File: src/rtl/mem_arbiter_if.sv
// mem_arbiter_if: icache/dcache request+response and memory port bundle for mem_arbiter
// slave: arbiter side (drives ready/resp/mem_req); master: cache+memory side.
interface mem_arbiter_if #(
  parameter int ADDR_W = 28,
  parameter int DATA_W = 128
);
  logic              ic_req_valid;
  logic              ic_req_ready;
  logic [ADDR_W-1:0] ic_req_addr;
  logic              ic_resp_valid;
  logic              dc_req_valid;
  logic              dc_req_ready;
  logic              dc_req_rw;
  logic [ADDR_W-1:0] dc_req_addr;
  logic [DATA_W-1:0] dc_req_wdata;
  logic              dc_resp_valid;
  logic [DATA_W-1:0] resp_data;
  logic              resp_last;
  logic              mem_req_valid;
  logic              mem_req_ready;
  logic              mem_req_rw;
  logic [ADDR_W-1:0] mem_req_addr;
  logic [DATA_W-1:0] mem_req_data;
  logic              mem_resp_valid;
  logic [DATA_W-1:0] mem_resp_data;
  modport slave (
    input  ic_req_valid, ic_req_addr, dc_req_valid, dc_req_rw, dc_req_addr, dc_req_wdata,
           mem_req_ready, mem_resp_valid, mem_resp_data,
    output ic_req_ready, ic_resp_valid, dc_req_ready, dc_resp_valid, resp_data, resp_last,
           mem_req_valid, mem_req_rw, mem_req_addr, mem_req_data
  );
  modport master (
    output ic_req_valid, ic_req_addr, dc_req_valid, dc_req_rw, dc_req_addr, dc_req_wdata,
           mem_req_ready, mem_resp_valid, mem_resp_data,
    input  ic_req_ready, ic_resp_valid, dc_req_ready, dc_resp_valid, resp_data, resp_last,
           mem_req_valid, mem_req_rw, mem_req_addr, mem_req_data
  );
endinterface

File: src/rtl/mem_arbiter.sv
// mem_arbiter: round-robin icache/dcache arbiter for one outstanding memory transaction
// Ports: clk, reset (async active-high), bus (mem_arbiter_if.slave).
// MEM_ARB_STATS_EN adds ic_grant_cnt, dc_grant_cnt, stray_resp_cnt outputs.
module mem_arbiter #(
  parameter int ADDR_W = 28,
  parameter int DATA_W = 128,
  parameter int BEATS  = 4
) (
  input logic           clk,
  input logic           reset,
  mem_arbiter_if.slave  bus
`ifdef MEM_ARB_STATS_EN
  ,
  output logic [31:0]   ic_grant_cnt,
  output logic [31:0]   dc_grant_cnt,
  output logic [15:0]   stray_resp_cnt
`endif
);
  localparam int CW = BEATS > 1 ? $clog2(BEATS) : 1;
  typedef enum logic [1:0] {IDLE, ISSUE, RESP} state_t;
  state_t state, state_nx;
  logic [CW-1:0] beat_cnt;
  logic owner, last_grant, rw_q;
  logic [ADDR_W-1:0] addr_q;
  logic [DATA_W-1:0] data_q;
  logic dc_win, ic_fire, dc_fire, resp_fire, last_beat, issue_fire;
  // owner/last_grant encoding: 0 = icache, 1 = dcache
  always_comb begin
    dc_win = bus.dc_req_valid & (~bus.ic_req_valid | ~last_grant);
    ic_fire = state == IDLE & bus.ic_req_valid & ~dc_win;
    dc_fire = state == IDLE & dc_win;
    issue_fire = state == ISSUE & bus.mem_req_ready;
    resp_fire = state == RESP & bus.mem_resp_valid;
    last_beat = beat_cnt == CW'(BEATS - 1);
    bus.ic_req_ready = ic_fire;
    bus.dc_req_ready = dc_fire;
    bus.mem_req_valid = state == ISSUE;
    bus.mem_req_rw = rw_q;
    bus.mem_req_addr = addr_q;
    bus.mem_req_data = data_q;
    bus.ic_resp_valid = resp_fire & ~owner;
    bus.dc_resp_valid = resp_fire & owner;
    bus.resp_data = resp_fire ? bus.mem_resp_data : '0;
    bus.resp_last = resp_fire & last_beat;
    state_nx = state == IDLE  ? (ic_fire | dc_fire ? ISSUE : IDLE) :
               state == ISSUE ? (issue_fire ? (rw_q ? IDLE : RESP) : ISSUE) :
                                (resp_fire & last_beat ? IDLE : RESP);
  end
  always_ff @(posedge clk or posedge reset)
    if (reset) state <= IDLE;
    else state <= state_nx;
  always_ff @(posedge clk or posedge reset) begin
    if (reset) begin
      beat_cnt <= '0;
      owner <= 1'b0;
      last_grant <= 1'b0;
      rw_q <= 1'b0;
      addr_q <= '0;
      data_q <= '0;
    end else begin
      if (ic_fire | dc_fire) begin
        owner <= dc_fire;
        last_grant <= dc_fire;
        rw_q <= dc_fire & bus.dc_req_rw;
        addr_q <= dc_fire ? bus.dc_req_addr : bus.ic_req_addr;
        data_q <= dc_fire ? bus.dc_req_wdata : '0;
      end
      if (issue_fire) beat_cnt <= '0;
      else if (resp_fire) beat_cnt <= beat_cnt + 1'b1;
    end
  end
`ifdef MEM_ARB_STATS_EN
  always_ff @(posedge clk or posedge reset) begin
    if (reset) begin
      ic_grant_cnt <= '0;
      dc_grant_cnt <= '0;
      stray_resp_cnt <= '0;
    end else begin
      if (ic_fire) ic_grant_cnt <= ic_grant_cnt + 1'b1;
      if (dc_fire) dc_grant_cnt <= dc_grant_cnt + 1'b1;
      if (bus.mem_resp_valid & state != RESP & stray_resp_cnt != 16'hFFFF) stray_resp_cnt <= stray_resp_cnt + 1'b1;
    end
  end
`endif
endmodule

File: src/flat_wrapper.sv
// flat-port wrapper written by rule: the top's interface ports become plain ports
module mem_arbiter_flat 
#(
  parameter int ADDR_W = 28,
  parameter int DATA_W = 128,
  parameter int BEATS  = 4
)
  (clk, reset, bus_ic_req_valid, bus_ic_req_addr, bus_dc_req_valid, bus_dc_req_rw, bus_dc_req_addr, bus_dc_req_wdata, bus_mem_req_ready, bus_mem_resp_valid, bus_mem_resp_data, bus_ic_req_ready, bus_ic_resp_valid, bus_dc_req_ready, bus_dc_resp_valid, bus_resp_data, bus_resp_last, bus_mem_req_valid, bus_mem_req_rw, bus_mem_req_addr, bus_mem_req_data);
  mem_arbiter_if #(.ADDR_W(ADDR_W), .DATA_W(DATA_W)) bus_i ();
  input logic clk;
  input logic reset;
  input wire logic [$bits(bus_i.ic_req_valid)-1:0] bus_ic_req_valid;
  input wire logic [$bits(bus_i.ic_req_addr)-1:0] bus_ic_req_addr;
  input wire logic [$bits(bus_i.dc_req_valid)-1:0] bus_dc_req_valid;
  input wire logic [$bits(bus_i.dc_req_rw)-1:0] bus_dc_req_rw;
  input wire logic [$bits(bus_i.dc_req_addr)-1:0] bus_dc_req_addr;
  input wire logic [$bits(bus_i.dc_req_wdata)-1:0] bus_dc_req_wdata;
  input wire logic [$bits(bus_i.mem_req_ready)-1:0] bus_mem_req_ready;
  input wire logic [$bits(bus_i.mem_resp_valid)-1:0] bus_mem_resp_valid;
  input wire logic [$bits(bus_i.mem_resp_data)-1:0] bus_mem_resp_data;
  output wire logic [$bits(bus_i.ic_req_ready)-1:0] bus_ic_req_ready;
  output wire logic [$bits(bus_i.ic_resp_valid)-1:0] bus_ic_resp_valid;
  output wire logic [$bits(bus_i.dc_req_ready)-1:0] bus_dc_req_ready;
  output wire logic [$bits(bus_i.dc_resp_valid)-1:0] bus_dc_resp_valid;
  output wire logic [$bits(bus_i.resp_data)-1:0] bus_resp_data;
  output wire logic [$bits(bus_i.resp_last)-1:0] bus_resp_last;
  output wire logic [$bits(bus_i.mem_req_valid)-1:0] bus_mem_req_valid;
  output wire logic [$bits(bus_i.mem_req_rw)-1:0] bus_mem_req_rw;
  output wire logic [$bits(bus_i.mem_req_addr)-1:0] bus_mem_req_addr;
  output wire logic [$bits(bus_i.mem_req_data)-1:0] bus_mem_req_data;
  assign bus_i.ic_req_valid = bus_ic_req_valid;
  assign bus_i.ic_req_addr = bus_ic_req_addr;
  assign bus_i.dc_req_valid = bus_dc_req_valid;
  assign bus_i.dc_req_rw = bus_dc_req_rw;
  assign bus_i.dc_req_addr = bus_dc_req_addr;
  assign bus_i.dc_req_wdata = bus_dc_req_wdata;
  assign bus_i.mem_req_ready = bus_mem_req_ready;
  assign bus_i.mem_resp_valid = bus_mem_resp_valid;
  assign bus_i.mem_resp_data = bus_mem_resp_data;
  assign bus_ic_req_ready = bus_i.ic_req_ready;
  assign bus_ic_resp_valid = bus_i.ic_resp_valid;
  assign bus_dc_req_ready = bus_i.dc_req_ready;
  assign bus_dc_resp_valid = bus_i.dc_resp_valid;
  assign bus_resp_data = bus_i.resp_data;
  assign bus_resp_last = bus_i.resp_last;
  assign bus_mem_req_valid = bus_i.mem_req_valid;
  assign bus_mem_req_rw = bus_i.mem_req_rw;
  assign bus_mem_req_addr = bus_i.mem_req_addr;
  assign bus_mem_req_data = bus_i.mem_req_data;
  mem_arbiter #(.ADDR_W(ADDR_W), .DATA_W(DATA_W), .BEATS(BEATS)) u_core (.clk(clk), .reset(reset), .bus(bus_i));
endmodule
File: config.mk
export PLATFORM = sky130hd
export DESIGN_NAME = mem_arbiter_flat
export DESIGN_NICKNAME = d
export VERILOG_FILES = /design/src/rtl/mem_arbiter_if.sv /design/src/rtl/mem_arbiter.sv /design/src/flat_wrapper.sv
export SDC_FILE = /design/constraint.sdc
export NUM_CORES = 1
export LEC_CHECK = 0
export CORE_AREA = 2 2 241 243
export CTS_CLUSTER_DIAMETER = 80
export DETAILED_ROUTE_END_ITERATION = 16
export DIE_AREA = 0 0 243 245
export PLACE_DENSITY = 0.42
export RECOVER_POWER = 25
export SLEW_MARGIN = 20
export SYNTH_ARGS = -nofsm -noshare
export SYNTH_HDL_FRONTEND = slang
export SYNTH_SLANG_ARGS = --single-unit
File: constraint.sdc
create_clock -name clk -period 10.6 [get_ports clk]
set_clock_uncertainty 0.15 [all_clocks]
set_input_delay 2.12 -clock clk [delete_from_list [all_inputs] [get_ports clk]]
set_output_delay 2.12 -clock clk [all_outputs]
set_load 0.1 [all_outputs]
==> results of run 1 <==
==> worst paths after layout <==
kind | slack, ns | end | from
hold reg to reg | 0.35 | u_core.bus.mem_req_data[96] | u_core.bus.mem_req_data[96]
setup / recovery | 2.83 | u_core.bus.mem_req_data[62] | bus_dc_req_valid
hold / removal | 0.35 | u_core.bus.mem_req_data[96] | u_core.bus.mem_req_data[96]
min in group asynchronous | 2.78 | u_core.bus.mem_req_addr[2] | reset
setup reg to reg | 5.92 | u_core.bus.mem_req_data[62] | u_core.state[1]
max in group asynchronous | 3.18 | u_core.bus.mem_req_data[122] | reset
==> state kept, by name, summed over array words and instances (netlist names) <==
name                     flops
u_core.state                 2
u_core.owner                 1
u_core.bus.mem_req_rw        1
u_core.bus.mem_req_addr     28
u_core.bus.mem_req_data    128
u_core.beat_cnt              2
==> routing by layer <==
layer	up-vias	share of wire, %	global-route usage, %
met3	25	4.7	3.18
met2	254	49	23.8
li1	3126	-	-
met1	3400	45	19.2
met4	2	1.1	3.79
met5	-	0.043	0
==> critical path: cells and delay by family <==
kind,cells,cell delay (ns)
buf+inv,3,2.74
compound gates,2,3.04
==> final cells by class <==
type / instances / area [µm²] / share of cell area [%]
Multi-Input combinational cell: 335 / 2790 / 19.2
Timing Repair Buffer: 617 / 6110 / 42.1
Clock inverter: 13 / 125 / 0.863
Sequential cell: 162 / 4050 / 27.9
Tap cell: 765 / 957 / 6.60
Clock buffer: 19 / 453 / 3.12
Inverter: 3 / 12.5 / 0.0863
Antenna cell: 1 / 2.50 / 0.0173
==> Yosys cell counts <==
master / count / area (µm²)
a21boi_0: 1 / 7.51
a21o_1: 1 / 7.51
a21oi_1: 3 / 15.0
a22o_1: 130 / 1140
and2_1: 131 / 820
and3b_1: 1 / 8.76
buf_12: 2 / 40.0
buf_2: 10 / 50.1
buf_4: 4 / 30.0
buf_6: 14 / 158
clkbuf_1: 20 / 75.1
dfrtp_1: 162 / 4050
ha_1: 1 / 12.5
inv_1: 3 / 11.3
mux2_2: 37 / 417
mux2_4: 20 / 300
nand2_1: 2 / 7.51
nand2b_1: 1 / 6.26
nor2_1: 3 / 11.3
nor2b_1: 1 / 6.26
nor3b_2: 1 / 12.5
o21ai_0: 1 / 5.00
o21ai_1: 1 / 5.00
==> power groups by stage <==
stage / Clock, mW / Combinational [mW] / Sequential (mW)
2_1_floorplan: 0 / 1.16 / 2.66
3_3_place_gp: 0 / 3.77 / 1.00
3_5_place_dp: 0 / 3.76 / 1.00
4_1_cts: 0.668 / 3.77 / 1.00
5_1_grt: 0.685 / 3.84 / 1.03
6_report: 0.634 / 3.73 / 1.00
==> through the flow <==
stage | utilization [%] | setup slack, ns | hold WS (ns) | cell area (µm²)
after detailed placement | 24.5 | 2.59 | 0.330 | 13900
after global placement | 24.5 | 2.67 | 0.331 | 14000
after global routing | 25.4 | 2.13 | 0.361 | 14500
final | 25.4 | 2.83 | 0.346 | 14500
after CTS | 25.5 | 2.60 | 0.352 | 14500
after floorplan | - | 3.95 | 0.320 | 7200
==> kinds of logic after synthesis <==
family / synth area share, %
DFF: 56.3
and+or+nand+nor: 12.1
AOI/OAI and AO/OA: 16.4
muxes: 9.96
buffers and inverters: 5.06
adders and majority gates: 0.174
==> flow_summary.toml, run 1 <==
[clock_network]
numCtsBuffers = 17
cts_tree = "built"
clock-sinks = 162
post_cts_buffers = 0
cts_buffer_depth = 2
ctsHoldBuffers = 0
path_clk_slew_ns = 0.07
cts_resized = 0
clk-insertion-delay-late_ns = 0.47
cts_root_buffer = "clkbuf_16"
h-tree-depth = 4

[timing]
fin_crit_sh_pct = 73.3
tightest_slew_ns = 3.80
rsz0062_at_grt = "no"
slew_violations = 180
setup_viol = 0
finalSetupTns_ns = 0
slew_headroom_pct = -156
fin_crit_ns = 7.77
hold_viol_final = 0
fmax_ghz = 0.129

[critical_path]
worstSetupStartpointType = "input pin"
max_stage_delay_ns = 2.80
crit_type = "in -> reg"
critical_path_peak_fanout = 74
cp.required_ns = 10.85
crit_slowest_cell = "o21ai_0"
arrival_ns = 8.02
cp-end-kind = "register"
r2r_cells = 5
cp_cell_sequence = "dlygate4sd3_1 -> o21ai_0 -> clkbuf_1 -> buf_4 -> a22o_1"

[die]
die_h_um = 245
fp.coreArea_um2 = 57000
rows = 88
die_w_um = 243
start_util_pct = 12.6
die-area_um2 = 59500
pin_count = 610

[pwr]
finalPower_mw = 5.37
peakVddDrop_v = 0.000191
p_seq_share_pct = 18.6
p_sw_share_pct = 60.1
p_int_mw = 2.14
pwr-share-comb_pct = 69.6
switchingPower_mw = 3.23
leakagePower_nw = 5.92
cellPowerDensity_nw_per_um2 = 370
power.share.clock_pct = 11.8

[synth]
synthDistinctLibCells = 23
yosys_register_bits = 162
syn_inst = 550
postSynthAreaPerCell_um2 = 13.1
synth_nets = 870
syn_area_um2 = 7200
seq_area_frac_synth_pct = 56.3
yosysWarnings = 0

[routing]
via_count = 6807
drt-total-wl_mm = 43.9
drt-pass1-iter-count = 4
first_iter_violations = 267
ant_nets = 0
wl_per_cell_um = 22.9
via_per_inst = 3.55
drcViolationCount = 0

[global_routing]
grt_pass1_wl_mm = 60.8
grtUsageTotal_pct = 14.5
antenna_found_initial = 2
grt_max_degree = 75
grt_pass1_vias = 7229
grt-ovfl-total = 0

[placed_design]
io_buffers = 609
routabilityCongestion = 0.952
place_inst = 1882
dpl.hpwl_mm = 35.1

[run_status]
status = "finished, violations left"
violations = "max-capacitance violations, max-slew violations"

[worst_hold_path]
worstHoldPathType = "reg -> reg"
min_path_cells = 1

[finish]
final_nets = 1456
drive_gt1_share_pct = 9.31
instances_no_fill = 1915
final_common_cell = "clkdlybuf4s50_1"
area_growth_pct = 102
nFillCells = 6158
final_cell_mix = "597 x clkdlybuf4s50_1, 162 x dfrtp_1, 130 x a22o_1, 130 x and2_1, 37 x mux2_2"

[run]
cap_violations = 4
(Power assumes the default switching activity.)
==> run 2: changes to the inputs <==
Settings changed: CORE_AREA 2 2 241 243 to 2 2 237 239, DIE_AREA 0 0 243 245 to 0 0 239 241, PLACE_DENSITY 0.42 to 0.43.
Clock period 10.6 ns to 8.2 ns, I/O delays scaled along.
==> flow_summary.toml, run 2 (synthesis gave the netlist of run 1 again) <==
[clock_network]
ctsHoldBuffers = 0
path_clk_slew_ns = 0.07
cts_buffer_depth = 2
clk-insertion-delay-late_ns = 0.48
clock-sinks = 162
post_cts_buffers = 0
numCtsBuffers = 17
h-tree-depth = 4
cts_tree = "built"
cts_root_buffer = "clkbuf_16"
cts_resized = 0

[timing]
fin_crit_ns = 6.85
setup_viol = 0
finalSetupTns_ns = 0
slew_headroom_pct = -168
rsz0062_at_grt = "no"
tightest_slew_ns = 4.02
slew_violations = 298
fin_crit_sh_pct = 83.6
fmax_ghz = 0.146
hold_viol_final = 0

[run]
cap_violations = 5

[critical_path]
cp_cell_sequence = "dlygate4sd3_1 -> and3b_1 -> buf_12 -> and2_1 -> clkdlybuf4s50_1"
crit_start = "bus_mem_resp_valid"
cp-end-kind = "output port"
r2r_cells = 4
r2r_start = "u_core.state[0]"
crit_slowest_cell = "clkdlybuf4s50_1"
path_depth = 5
critical_path_peak_fanout = 91
worstSetupStartpointType = "input pin"
rrSetupSlack_ns = 3.97
cp.required_ns = 6.41
worst-path-buf-inv = 3
arrival_ns = 5.06
crit_type = "in -> out"
cp_top_family = "buffers and inverters"
max_stage_delay_ns = 1.25

[finish]
final_common_cell = "clkdlybuf4s50_1"
multi_input_area_um2 = 2790
instances_no_fill = 1855
layout.area.seq_um2 = 4050
largest_reg_flops = 128
final_nets = 1456
area_growth_pct = 101
final_cell_mix = "600 x clkdlybuf4s50_1, 162 x dfrtp_1, 130 x a22o_1, 130 x and2_1, 37 x mux2_2"
drive_gt1_share_pct = 8.96
nFillCells = 5828

[global_routing]
grt_pass1_wl_mm = 53.7
grt-ovfl-total = 0
grt_max_degree = 92
antenna_found_initial = 2
grtUsageTotal_pct = 13.3
grt_pass1_vias = 7119

[placed_design]
dpl.hpwl_mm = 31.0
place_inst = 1821
io_buffers = 609
routabilityCongestion = 0.954

[worst_hold_path]
worstHoldPathType = "reg -> reg"
hold_path_startpoint = "u_core.bus.mem_req_data[24]"
min_path_cells = 1

[pwr]
cellPowerDensity_nw_per_um2 = 479
leakagePower_nw = 5.92
peakVddDrop_v = 0.000217

[die]
fp.coreArea_um2 = 54900
pin_count = 610
start_util_pct = 13.1
rows = 86
die_h_um = 241
die-area_um2 = 57600
die_w_um = 239

[routing]
ant_nets = 0
via_per_inst = 3.61
via_count = 6697
drt-total-wl_mm = 39.5
drcViolationCount = 0
drt-pass1-iter-count = 4
wl_per_cell_um = 21.3
first_iter_violations = 276

[run_status]
status = "finished, violations left"
violations = "max-capacitance violations, max-slew violations"
## run 2: cell types whose count changed in the layout (fill, tap and decap cells not counted), moves of 2 or more
cell             previous run  this run
buf_2                       6         0
clkdlybuf4s50_1           597       600
clkbuf_8                    2         0
clkinv_4                    0         2
## run 2: layer usage
layer,up-vias,global-route usage (%),part of all wire [%]
li1,3135,-,-
met1,3277,16.0,42
met2,259,22.2,50
met3,24,4.59,7.5
met4,2,3.92,1.2
met5,-,0,0.030
## run 2: through the flow
stage | utilization (%) | setup slack (ns) | total power, mW | hold WS [ns] | area (µm²)
floorplan | - | 2.03 | 4.94 | 0.320 | 7200
global placement | 25.3 | 1.81 | 6.17 | 0.331 | 13900
detailed placement | 25.3 | 1.76 | 6.17 | 0.330 | 13900
CTS | 26.4 | 1.76 | 7.03 | 0.353 | 14500
global route | 26.3 | 1.11 | 7.18 | 0.360 | 14500
finish | 26.3 | 1.35 | 6.93 | 0.348 | 14500
## run 2: final cells by class
class | instances | share of cell area [%]
sequential | 162 | 28.0
clock inverter | 15 | 1.05
tap | 704 | 6.09
inverter | 3 | 0.0865
antenna | 2 | 0.0346
multi-input combinational | 335 | 19.3
clock buffer | 17 | 2.94
timing repair buffer | 617 | 42.5
## run 2: path summary, 6_finish.rpt
path / end
min in group asynchronous: u_core.bus.mem_req_data[108]
min reg2reg: u_core.bus.mem_req_data[24]
max in group asynchronous: u_core.bus.mem_req_data[3]
max: bus_resp_data[66]
max reg2reg: u_core.bus.mem_req_data[51]
min: u_core.bus.mem_req_data[24]
## run 2: power breakdown
group / switching [mW] / internal [mW]
logic: 3.60 / 1.23
registers: 0.176 / 1.11
clock network: 0.386 / 0.425
total: 4.16 / 2.77
